<file path="config.mk">
export PLATFORM = sky130hd
export DESIGN_NAME = vga_board_renderer
export DESIGN_NICKNAME = d
export VERILOG_FILES = /design/src/rtl/vga_board_renderer.sv
export SDC_FILE = /design/constraint.sdc
export NUM_CORES = 1
export LEC_CHECK = 0
export BUFFER_PORTS_ARGS = -buffer_cell sky130_fd_sc_hd__buf_2
export CAP_MARGIN = 20
export CORE_MARGIN = 2
export CORE_UTILIZATION = 55
export DETAILED_ROUTE_END_ITERATION = 7
export GPL_TIMING_DRIVEN = 0
export PLACE_DENSITY_LB_ADDON = 0.08
export SKIP_CTS_REPAIR_TIMING = 1
export SLEW_MARGIN = 20
export SYNTH_ARGS = -nofsm -noshare
export SYNTH_HDL_FRONTEND = slang
export SYNTH_SLANG_ARGS = --single-unit
</file>
<file path="constraint.sdc">
create_clock -name clk -period 10.9 [get_ports clk]
set_input_delay 1.635 -clock clk [delete_from_list [all_inputs] [get_ports clk]]
set_output_delay 1.635 -clock clk [all_outputs]
set_load 0.05 [all_outputs]
</file>
<file path="src/rtl/vga_board_renderer.sv">
// MasterMind board renderer behind the 800x600 timing generator; optional CURSOR_HIGHLIGHT_EN lights the cursor row's gaps.
// Latency: 2 clk from pix_x/pix_y/pix_de/syncs to RGB/HSYNC/VSYNC; board writes appear after the next vsync rising edge.
// Backpressure: none, free-running pixel stream; writes and clr are accepted every cycle.
module vga_board_renderer #(
    parameter logic [10:0] BOARD_X    = 11'd272,
    parameter logic [9:0]  BOARD_Y    = 10'd140,
    parameter logic [2:0]  GRID_COLOR = 3'b001
) (
    input  logic        clk,
    input  logic        rst,
    input  logic [10:0] pix_x,
    input  logic [9:0]  pix_y,
    input  logic        pix_de,
    input  logic        hsync_in,
    input  logic        vsync_in,
    input  logic        wr_en,
    input  logic [3:0]  wr_row,
    input  logic [2:0]  wr_col,
    input  logic [2:0]  wr_data,
    input  logic        clr,
    input  logic [3:0]  cursor_row,
    output logic [2:0]  RGB,
    output logic        HSYNC,
    output logic        VSYNC,
    output logic        commit
);

    logic [2:0] shadow [10][8];
    logic [2:0] active [10][8];

    // Stage-1 registers; vs_d1 doubles as the vsync edge detector.
    logic       de_d, hs_d, vs_d1, in_board_d, cur_hit_d;
    logic [3:0] row_d;
    logic [2:0] col_d;
    logic [4:0] offx_d, offy_d;

    // Borrow into the upper bits flags coordinates left of / above the board.
    logic [11:0] dx;
    logic [10:0] dy;
    assign dx = {1'b0, pix_x} - {1'b0, BOARD_X};
    assign dy = {1'b0, pix_y} - {1'b0, BOARD_Y};

    logic vs_rise;
    assign vs_rise = vsync_in & ~vs_d1;

    always_ff @(posedge clk) begin
        if (rst) begin
            commit <= 1'b0;
            for (int r = 0; r < 10; r++) begin
                for (int c = 0; c < 8; c++) begin
                    shadow[r][c] <= 3'd0;
                    active[r][c] <= 3'd0;
                end
            end
        end else begin
            commit <= vs_rise;
            if (vs_rise) begin
                for (int r = 0; r < 10; r++) begin
                    for (int c = 0; c < 8; c++) begin
                        active[r][c] <= shadow[r][c];
                    end
                end
            end
            if (clr) begin
                for (int r = 0; r < 10; r++) begin
                    for (int c = 0; c < 8; c++) begin
                        shadow[r][c] <= 3'd0;
                    end
                end
            end else if (wr_en && wr_row < 4'd10) begin
                shadow[wr_row][wr_col] <= wr_data;
            end
        end
    end

    always_ff @(posedge clk) begin
        if (rst) begin
            de_d       <= 1'b0;
            hs_d       <= 1'b0;
            vs_d1      <= 1'b0;
            in_board_d <= 1'b0;
            row_d      <= 4'd0;
            col_d      <= 3'd0;
            offx_d     <= 5'd0;
            offy_d     <= 5'd0;
        end else begin
            de_d       <= pix_de;
            hs_d       <= hsync_in;
            vs_d1      <= vsync_in;
            in_board_d <= pix_de && (dx[11:8] == 4'd0) && (dy[10:6] < 5'd5);
            row_d      <= dy[8:5];
            col_d      <= dx[7:5];
            offx_d     <= dx[4:0];
            offy_d     <= dy[4:0];
        end
    end

`ifdef CURSOR_HIGHLIGHT_EN
    always_ff @(posedge clk) begin
        if (rst) begin
            cur_hit_d <= 1'b0;
        end else begin
            cur_hit_d <= (cursor_row < 4'd10) && (cursor_row == dy[8:5]);
        end
    end
`else
    logic unused_cursor;
    assign unused_cursor = ^cursor_row;
    assign cur_hit_d     = 1'b0;
`endif

    logic       peg;
    logic [2:0] pix_color;
    assign peg = (offx_d >= 5'd4) && (offx_d <= 5'd27) &&
                 (offy_d >= 5'd4) && (offy_d <= 5'd27);

    always_comb begin
        pix_color = 3'd0;
        if (de_d && in_board_d) begin
            if (peg) begin
                pix_color = active[row_d][col_d];
            end else if (cur_hit_d) begin
                pix_color = 3'b111;
            end else begin
                pix_color = GRID_COLOR;
            end
        end
    end

    always_ff @(posedge clk) begin
        if (rst) begin
            RGB   <= 3'd0;
            HSYNC <= 1'b0;
            VSYNC <= 1'b0;
        end else begin
            RGB   <= pix_color;
            HSYNC <= hs_d;
            VSYNC <= vs_d1;
        end
    end

endmodule

</file>
---- Word-level counts from Yosys, hierarchy flattened ----
Memory sizes are Yosys's and may differ from the RTL's. A register that Yosys moved wholly into a read port is not among the register bits.
Index checks and enable logic that the tools add are counted.
cells by class
  multiplexer cells ....................... 182
  $add $sub $neg .......................... 2
  reduce and logical (&&, ||, !) cells .... 12
  $lt $le $gt $ge ......................... 9
  bitwise logic cells ..................... 166
operators with widths
  cell                   count
  $mux 3                 163
  $or 1x1->1             160
  $mux 24                3
  $reduce_or 24->1       1
  $mux 1                 12
  $sub 11x9->12 const B  1
  $sub 10x8->11 const B  1
  $ge 5x3->1 const B     2
  $le 5x5->1 const B     2
  $bmux 3 s3             1
  $demux 3 s3            1
  $ge 4x4->1 const B     2
  $logic_and 1x1->1      8
  $mux 4                 2
  $not 3->4              2
  $lt 5x3->1 const B     1
  $logic_not 4->1        1
  $lt 4x1->1 const B     1
  $lt 4x4->1 const B     1
  $not 1->1              3
  $reduce_or 3->1        1
  $reduce_or 2->1        1
  $and 1x1->1            1
storage, ports and cells
  word-level logic and storage cells ...... 385
  input port bits ......................... 42
  memories kept ........................... 2
  bits in registers ....................... 23
  output and inout port bits .............. 6
  RAM bits ................................ 480
memories
  memory  words  width  read ports  clocked after Yosys merged registers in  wr ports  line  source
  active  10     24     1           1                                        10        29    logic [2:0] active [10][8];
  shadow  10     24     10          0                                        10        28    logic [2:0] shadow [10][8];

---- Longest topological paths before layout ----
Gate-level depths: netlist (run 1).
  depth after elaboration ................. 8
  depth in mapped cells ................... 9

---- Least setup slack after synthesis (run 1) ----
Ideal clock, no wire load.
  kind .................................... input to register
  start ................................... input rst
  end ..................................... memory active[0][0] (netlist bit) (enable)
  arrival ................................. 7897 ps
  path slack .............................. 2359 ps
  library setup time ...................... 645 ps
  data required time ...................... 10255 ps
  stages .................................. 3
  buffers on the path ..................... 2
  cells stage by stage .................... clkbuf_1 clkbuf_1 nand2b_1
RTL lines
  item                line  source
  start: declaration  10    input logic rst,
  end: declaration    29

==> impl_metrics.toml, run 1 <==
[outcome]
status = "finished, final reports clean"

[floorplanning]
num_io_pins = 48
die_area_um2 = 39700
fp.coreArea_um2 = 37600
initial_core_util_pct = 55.8
fp.dieW_um = 199
std_cell_rows = 71
die-height_um = 199

[finish]
area_delta_synth_final_pct = 11.9
final_cells = 2119
post-route-cell-area_um2 = 23500
drive_gt1_share_pct = 9.77
finalNetCount = 1613
fin_util_pct = 62.4

[sta]
finalCriticalPeriod_ps = 4000
max_freq_mhz = 250
relSlewSlack_pct = 28.0
rsz0062_at_grt = "no"
hold_viol = 0
setup_slack_ps = 6900
period_share_pct = 36.7
tightest_slew_ps = 1050
fin_worst_skew_ps = 16.2
maxSlewViolCount = 0
hold_ws_ps = 448
tns_ps = 0
finalSetupViolCount = 0

[worst_setup_path]
crit_path_end_kind = "flip-flop"
r2r_slack_ps = 7380
reg2regPathDepth = 7
r2r-end = "RGB[1]"
cp.arrival_ps = 4220
criticalPathCategory = "in2reg"
critical_path.max_fanout = 10
critPathLaunchType = "input port"
critPathRequiredTime_ps = 11120
r2r-start = "col_d[0]"

[grt]
overflow = 0
grt_pass1_vias = 12204
grt_usage_pct = 32.0
grt_max_degree = 60
antenna_found_initial = 1
grt_pass1_wl_mm = 85.6

[clocking]
cts_buffers = 51
cts_max_level = 2
cts.path.max_buffers = 3
clkLatencyLatePin_ps = 610
cts_sinks = 503
cts_tree = "done"
path_clk_slew_ps = 60
cts_root_buffer = "clkbuf_16"

[detailed_routing]
routed_via_density = 6.08
drt_iter0_drc = 1810
via_count = 12890
dr_wl_met3_mm = 7.14
drc = 0
drtAntennaViolNets = 0
drtPass1Iterations = 5
routed_wl_mm = 61.2
routedWlPerCell_um = 28.9
dr_wl_met2_mm = 27.3
met1_length_mm = 24.1
top_layer = "met4"

[synth]
yosys.area.top_type = "edfxtp_1"
synth_nets = 1523
synth_top_area_share_pct = 68.7
ys_warn_count = 0
synth_most_common_cell = "edfxtp_1"
synth-seq-cells = 503
synthFlopType = "edfxtp_1"
synth_area_um2 = 21000
yosys-top-cells-area = "edfxtp_1 (69%), and2_1 (7.2%), nor2_1 (4.8%)"
synth_edf_count = 480
synth_commonest_cells = "edfxtp_1 (480), nor2_1 (270), and2_1 (240)"
syn_avg_cell_area_um2 = 14.2
ys_types = 55
synthArstFlopShare_pct = 0
synth_cells = 1479
ys_seq_area_share_pct = 70.9

[hold_path]
min_from = "hs_d"
hold_path_depth = 1
hold_end = "HSYNC"
hold_class = "reg2reg"

[place]
portBuffers = 33
place.detailed.hpwl_mm = 41.0
dp_cells = 2027
pre_cts_ws_ps = 6360
place_area_um2 = 21900
place_congestion = 0.943

[power]
power.total_mw = 4.24
p_leak_nw = 8.37
peakVddDrop_uv = 133
pwr_density_cell_nw_per_um2 = 181

[run]
cap_violations = 0
[per-layer routing]
layer	vias to the layer above	track usage (%)
met3	161	7.51
met4	0	13.3
met2	845	48.4
li1	5527	-
met5	-	0
met1	6357	45.2
[critical path, cell delays in order]
cell and delay, ps:
clkbuf_1 200, nor2_1 670, nand4_1 170, inv_1 160
nand2_1 200, clkbuf_1 310, o21ai_0 870
[cells in the final DEF, fill, tap and decap left out, drive strengths merged, types with 3 or more instances in the layout]
cell type / synthesis / routed
nor2b: 23 / 23
nor2: 270 / 270
nor3b: 3 / 3
clkinv: 1 / 18
o211ai: 3 / 3
nor4: 5 / 5
o22ai: 5 / 5
a22oi: 5 / 5
nand2: 61 / 61
inv: 5 / 9
nand3: 19 / 19
a31oi: 3 / 3
mux2: 7 / 7
a211oi: 3 / 3
a21oi: 7 / 7
nand3b: 9 / 9
clkbuf: 82 / 148
and2: 240 / 240
xnor2: 4 / 4
dfxtp: 23 / 23
mux4: 52 / 52
bufinv: 0 / 4
buf: 20 / 57
mux2i: 14 / 14
nor3: 10 / 10
edfxtp: 480 / 480
nand2b: 9 / 9
a2111oi: 4 / 4
o21ai: 87 / 87
[power by group]
| group | switching [mW] | leakage (nW) | internal [mW] |
|---|---|---|---|
| clock | 0.730 | 0.769 | 0.961 |
| combinational | 0.199 | 2.19 | 0.0954 |
| sequential | 0.0279 | 5.41 | 2.23 |
| total | 0.957 | 8.37 | 3.28 |
[area by class of cell]
class / count / area [um2]
diodes: 1 / 2.50
plain buffers: 102 / 478
clock buffers: 66 / 1340
clock inverters: 25 / 229
fillers: 2853 / 14100
inverters: 6 / 22.5
multi-input cells: 868 / 5610
flip-flops and latches: 503 / 14900
well taps: 511 / 639
repair buffers: 37 / 268
[how the worst max path moves through the flow]
stage          from             to  slack (ps)  cells after the start
3_5_place_dp    rst  shadow[2][11]        6360                      7
2_1_floorplan   rst   active[0][0]        2360                      3
3_3_place_gp    rst  active[4][14]        -120                      3
6_report        rst  shadow[2][11]        6900                      7
4_1_cts         rst   shadow[2][9]        6980                      7
5_1_grt         rst  shadow[2][11]        6860                      7
[kinds of logic (layout without fill, tap and decap cells)]
kind of cell,count (synthesis),after routing,share of synthesized area (%)
AOI/OAI and AO/OA,127,127,3.45
xor gates and xnor gates,6,6,0.251
other,0,1,0
and+or+nand+nor,660,660,15.8
adders and majority gates,2,2,0.119
muxes,73,73,7.11
DFF,503,503,70.9
buffers and inverters,108,236,2.39
[sequential cells by signal (all words and copies together), names as in the netlist, 3 cells and up, named ones only]
signal,flops
col_d,3
offx_d,3
shadow,240
RGB,3
active,240
offy_d,3
No activity file was read; power rests on OpenSTA's default activity.
==> run 2, diff against run 1 <==
Settings changed: ABC_AREA set to 1.
Clock period 10.9 ns to 3.5 ns, I/O delays scaled along.
==> impl_metrics.toml, run 2 <==
[grt]
grt_pass1_wl_mm = 93.6
antenna_found_initial = 0
overflow = 0
grt_usage_pct = 32.2
grt_max_degree = 27
grt_pass1_vias = 14840

[power]
switching_share_pct = 24.4
clkPwrFrac_pct = 39.5
seq_power_share_pct = 51.7
p_switching_mw = 3.32
p_leak_nw = 9.98
pwr-share-comb_pct = 8.8
intPower_mw = 10.3
pwr_density_cell_nw_per_um2 = 556
power.total_mw = 13.6
peakVddDrop_uv = 419

[sta]
rsz0062_at_grt = "no"
finalCriticalPeriod_ps = 2770
setup_slack_ps = 733
maxSlewViolCount = 0
max_freq_mhz = 361
tightest_slew_ps = 1200
fin_worst_skew_ps = 23.6
period_share_pct = 79.1
relSlewSlack_pct = 20.3
finalSetupViolCount = 0
hold_viol = 0

[detailed_routing]
drtAntennaViolNets = 0
drc = 0
routed_via_density = 5.53
drtPass1Iterations = 5
routedWlPerCell_um = 22.8
drt_iter0_drc = 1942
via_count = 15623
routed_wl_mm = 64.5

[finish]
antenna_cells = 0
post-route-cell-area_um2 = 24500
final_cells = 2824
drive_gt1_share_pct = 7.55
finalNetCount = 2311
layout_common_cells = "nor2_1 (614), edfxtp_1 (480), nand2_1 (391)"
reg_top3 = "active: 240 flops, shadow: 240 flops"
area_delta_synth_final_pct = 13.2
final_common_cell = "nor2_1"

[clocking]
clkLatencyLatePin_ps = 610
cts.path.max_buffers = 3
cts_buffers = 51
cts_sinks = 503
cts_root_buffer = "clkbuf_16"
cts_tree = "done"
path_clk_slew_ps = 60
cts_max_level = 2

[floorplanning]
die_area_um2 = 41000
num_io_pins = 48
fp.coreArea_um2 = 38700
fp.dieW_um = 202
initial_core_util_pct = 55.9
std_cell_rows = 72
die-height_um = 202

[synth]
synth_mux_area_share_pct = 0
synthSimpleGateAreaFrac_pct = 21.8
synthArstFlopShare_pct = 0
synth_commonest_cells = "nor2_1 (614), edfxtp_1 (480), nand2_1 (391)"
yosys.area.top_type = "edfxtp_1"
ys_seq_area_share_pct = 68.7
syn_avg_cell_area_um2 = 10.0
synth_top_area_share_pct = 66.6
synthFlopType = "edfxtp_1"
yosys-top-cells-area = "edfxtp_1 (67%), nor2_1 (11%), nand2_1 (6.8%)"
synth-seq-cells = 503
synth_nets = 2203
synth_area_um2 = 21600
synth_adder_area_share_pct = 0.116
synth_xor_area_share_pct = 0.121
synth_top_family_by_area = "simple AND/OR/NAND/NOR gates"
ys_warn_count = 0
synth_most_common_cell = "nor2_1"
synth_compound_area_share_pct = 1.81
ys_types = 32
synth_cells = 2159
synth_edf_count = 480

[place]
portBuffers = 36
place_congestion = 0.937
pre_cts_ws_ps = 592
place.detailed.hpwl_mm = 44.9
place_area_um2 = 22900
dp_cells = 2732

[worst_setup_path]
criticalPathCategory = "reg2reg"
cp.arrival_ps = 3280
critPathLaunchType = "flip-flop"
critical_path.max_fanout = 10
critPathRequiredTime_ps = 4010
crit_path_end_kind = "flip-flop"

[hold_path]
hold_class = "in2reg"

[outcome]
status = "finished, final reports clean"

[run]
cap_violations = 0
-- run 2: cell types whose count changed after synthesis, moves of 25 or more --
cell	delta
o21ai_0	-32
nand3_1	+117
and2_1	-240
nor2_1	+344
mux4_1	-27
mux4_2	-25
inv_1	+290
nand2_1	+330
-- run 2: power by group through the flow --
stage | Sequential, mW | Clock [mW] | Combinational (mW)
6_report | 7.05 | 5.39 | 1.20
5_1_grt | 7.08 | 5.61 | 1.27
4_1_cts | 7.05 | 5.40 | 1.16
2_1_floorplan | 7.15 | 0 | 0.639
3_5_place_dp | 7.17 | 0 | 1.16
3_3_place_gp | 7.20 | 0 | 1.08
-- run 2: logic make-up (layout without fill, tap and decap cells) --
kind of cell	count (synthesis)	in the layout
simple gates	1165	1165
flops	503	503
buf+inv	410	557
compound gates	76	76
xor+xnor	3	3
fa+ha+maj	2	2
-- run 2: layout make-up --
| cell class | count | area (um2) |
|---|---|---|
| sequential | 503 | 14900 |
| multi-input combinational | 1246 | 5200 |
| inverter | 300 | 1130 |
| clock inverter | 28 | 265 |
| clock buffer | 64 | 1350 |
| tap | 518 | 648 |
| fill | 3171 | 14200 |
| buffer | 110 | 483 |
| timing repair buffer | 55 | 562 |
-- run 2: path summary, 6_finish.rpt --
path / from / to / slack (ps) / cells past startpoint
min: pix_y[2] / offy_d[2] / 130 / 2
min reg2reg: hs_d / HSYNC / 410 / 2
max: flip-flop / RGB[1] / 730 / 11
max reg2reg: flip-flop / RGB[1] / 730 / 11
-- run 2: through the flow --
stage	TNS (ps)	hold WS, ps	utilization, %
after floorplan	-332420	388	-
after global placement	-772100	397	58.1
after detailed placement	0	398	59.1
after CTS	0	111	63.3
after global routing	0	121	63.3
final	0	130	63.3
-- run 2: critical path, cell delays in order (launching register included) --
cell	delay, ps
dfxtp_1	300
buf_4	160
inv_2	150
clkbuf_1	650
o21ai_0	490
nand3_1	220
nand3_1	170
nand3_1	120
nand3_1	70
nand2_1	120
nand2_1	70
a21oi_1	160
-- run 2: per-layer routing --
metal | wire (um) | track usage [%] | vias up
li1 | - | - | 7115
met1 | 25600 | 44.9 | 7470
met2 | 29000 | 49.7 | 875
met3 | 7190 | 6.59 | 163
met4 | 2730 | 13.4 | 0
met5 | 0 | 0 | -
==> run 3, diff against run 2 <==
Settings changed: ABC_AREA 1 to 0.
Clock period 3.5 ns to 2.5 ns, I/O delays scaled along.
==> impl_metrics.toml, run 3 (same netlist as run 1, synthesis figures left out) <==
[sta]
hold_viol = 0
setup_slack_ps = -13.2
tightest_slew_ps = 1040
tns_ps = -13.2
rsz0062_at_grt = "yes"
max_freq_mhz = 398
fin_worst_skew_ps = 26.6
hold_ws_ps = 18.6
maxSlewViolCount = 0
period_share_pct = 101
finalSetupViolCount = 1
finalCriticalPeriod_ps = 2510
relSlewSlack_pct = 30.8

[floorplanning]
fp.dieW_um = 199
initial_core_util_pct = 55.8
die_area_um2 = 39700
fp.coreArea_um2 = 37600
std_cell_rows = 71
num_io_pins = 48
die-height_um = 199

[clocking]
cts_max_level = 2
cts_sinks = 503
cts_buffers = 51
cts_root_buffer = "clkbuf_16"
clkLatencyLatePin_ps = 600
cts.path.max_buffers = 3
cts_tree = "done"
path_clk_slew_ps = 60

[detailed_routing]
routed_wl_mm = 61.6
routed_via_density = 6.09
drtPass1Iterations = 5
drc = 0
via_count = 13032
drtAntennaViolNets = 0
drt_iter0_drc = 1801
routedWlPerCell_um = 28.8

[power]
pwr_density_cell_nw_per_um2 = 781
p_leak_nw = 8.52
power.total_mw = 18.6
peakVddDrop_uv = 548

[hold_path]
hold_path_depth = 2
hold_end = "hs_d"
min_from = "hsync_in"
hold_class = "in2reg"

[place]
portBuffers = 33
pre_cts_ws_ps = -736
place.detailed.hpwl_mm = 40.9
place_congestion = 0.927

[worst_setup_path]
cp.arrival_ps = 2940
criticalPathCategory = "reg2reg"
crit_path_end_kind = "flip-flop"
critPathLaunchType = "flip-flop"
r2r-end = "RGB[0]"
r2r_slack_ps = -10
critPathRequiredTime_ps = 2930
critical_path.max_fanout = 10
reg2regPathDepth = 8

[outcome]
violations = "setup timing"
status = "finished with violations"

[run]
cap_violations = 0

[finish]
layout_common_cells = "edfxtp_1 (480), nor2_1 (268), and2_1 (240)"
reg_top3 = "active: 240 flops, shadow: 240 flops"
drive_gt1_share_pct = 12.0
finalNetCount = 1630
final_common_cell = "edfxtp_1"
area_delta_synth_final_pct = 13.6

[grt]
grt_pass1_vias = 12191
grt_max_degree = 59
antenna_found_initial = 1
overflow = 0
grt_pass1_wl_mm = 85.0
grt_usage_pct = 31.8
==> run 3: cell count changes in the layout (fill, tap and decap cells not counted), sizes merged, moves of 52 or more <==
cell | before | now
and2 | 0 | 240
nand3 | 137 | 19
mux4 | 0 | 52
inv | 301 | 5
nor2 | 615 | 270
nand2 | 391 | 61
==> run 3: report_power, final <==
group / switching, mW / total, mW / internal [mW]
registers: 0.126 / 9.83 / 9.71
logic: 0.891 / 1.37 / 0.477
clock network: 3.14 / 7.39 / 4.25
total: 4.16 / 18.6 / 14.4
==> run 3: cell type report <==
class	count	area (um2)
antenna	1	2.50
tap	511	639
clock buffer	68	1410
timing repair buffer	55	428
buffer	101	582
clock inverter	27	190
multi-input combinational	868	5660
inverter	6	26.3
sequential	503	14900
fill	2862	13800
==> run 3: worst max-delay path by stage <==
stage | depth (start not counted) | end | start
CTS | 7 | RGB[1] | col_d[0]
finish | 8 | RGB[0] | flip-flop
global route | 6 | RGB[1] | col_d[1]
detailed placement | 7 | RGB[1] | col_d[0]
floorplan | 3 | active[0][0] | rst
global placement | 3 | active[4][14] | rst
==> run 3: per-layer routing <==
layer	part of all wire (%)	track usage (%)	vias to the layer above
met5	0.060	0	-
met4	4.2	13.0	3
met3	12	7.24	136
met2	44	47.5	883
met1	39	45.6	6448
li1	-	-	5562
==> run 3: worst max-delay path: stages, from the launching register on <==
cell      delay, ps
dfxtp_2         430
buf_6           250
buf_4           320
buf_2           400
mux4_2          370
nand2_1         110
nand4_1         130
o211ai_1        170
o211ai_1        180
==> run 3: stage by stage <==
step	utilization [%]	area (um2)	instances
3_5_place_dp	58.3	21900	2027
6_report	63.4	23800	2140
3_3_place_gp	58.1	21800	2023
4_1_cts	62.6	23500	2122
2_1_floorplan	-	21000	1479
5_1_grt	63.4	23800	2139
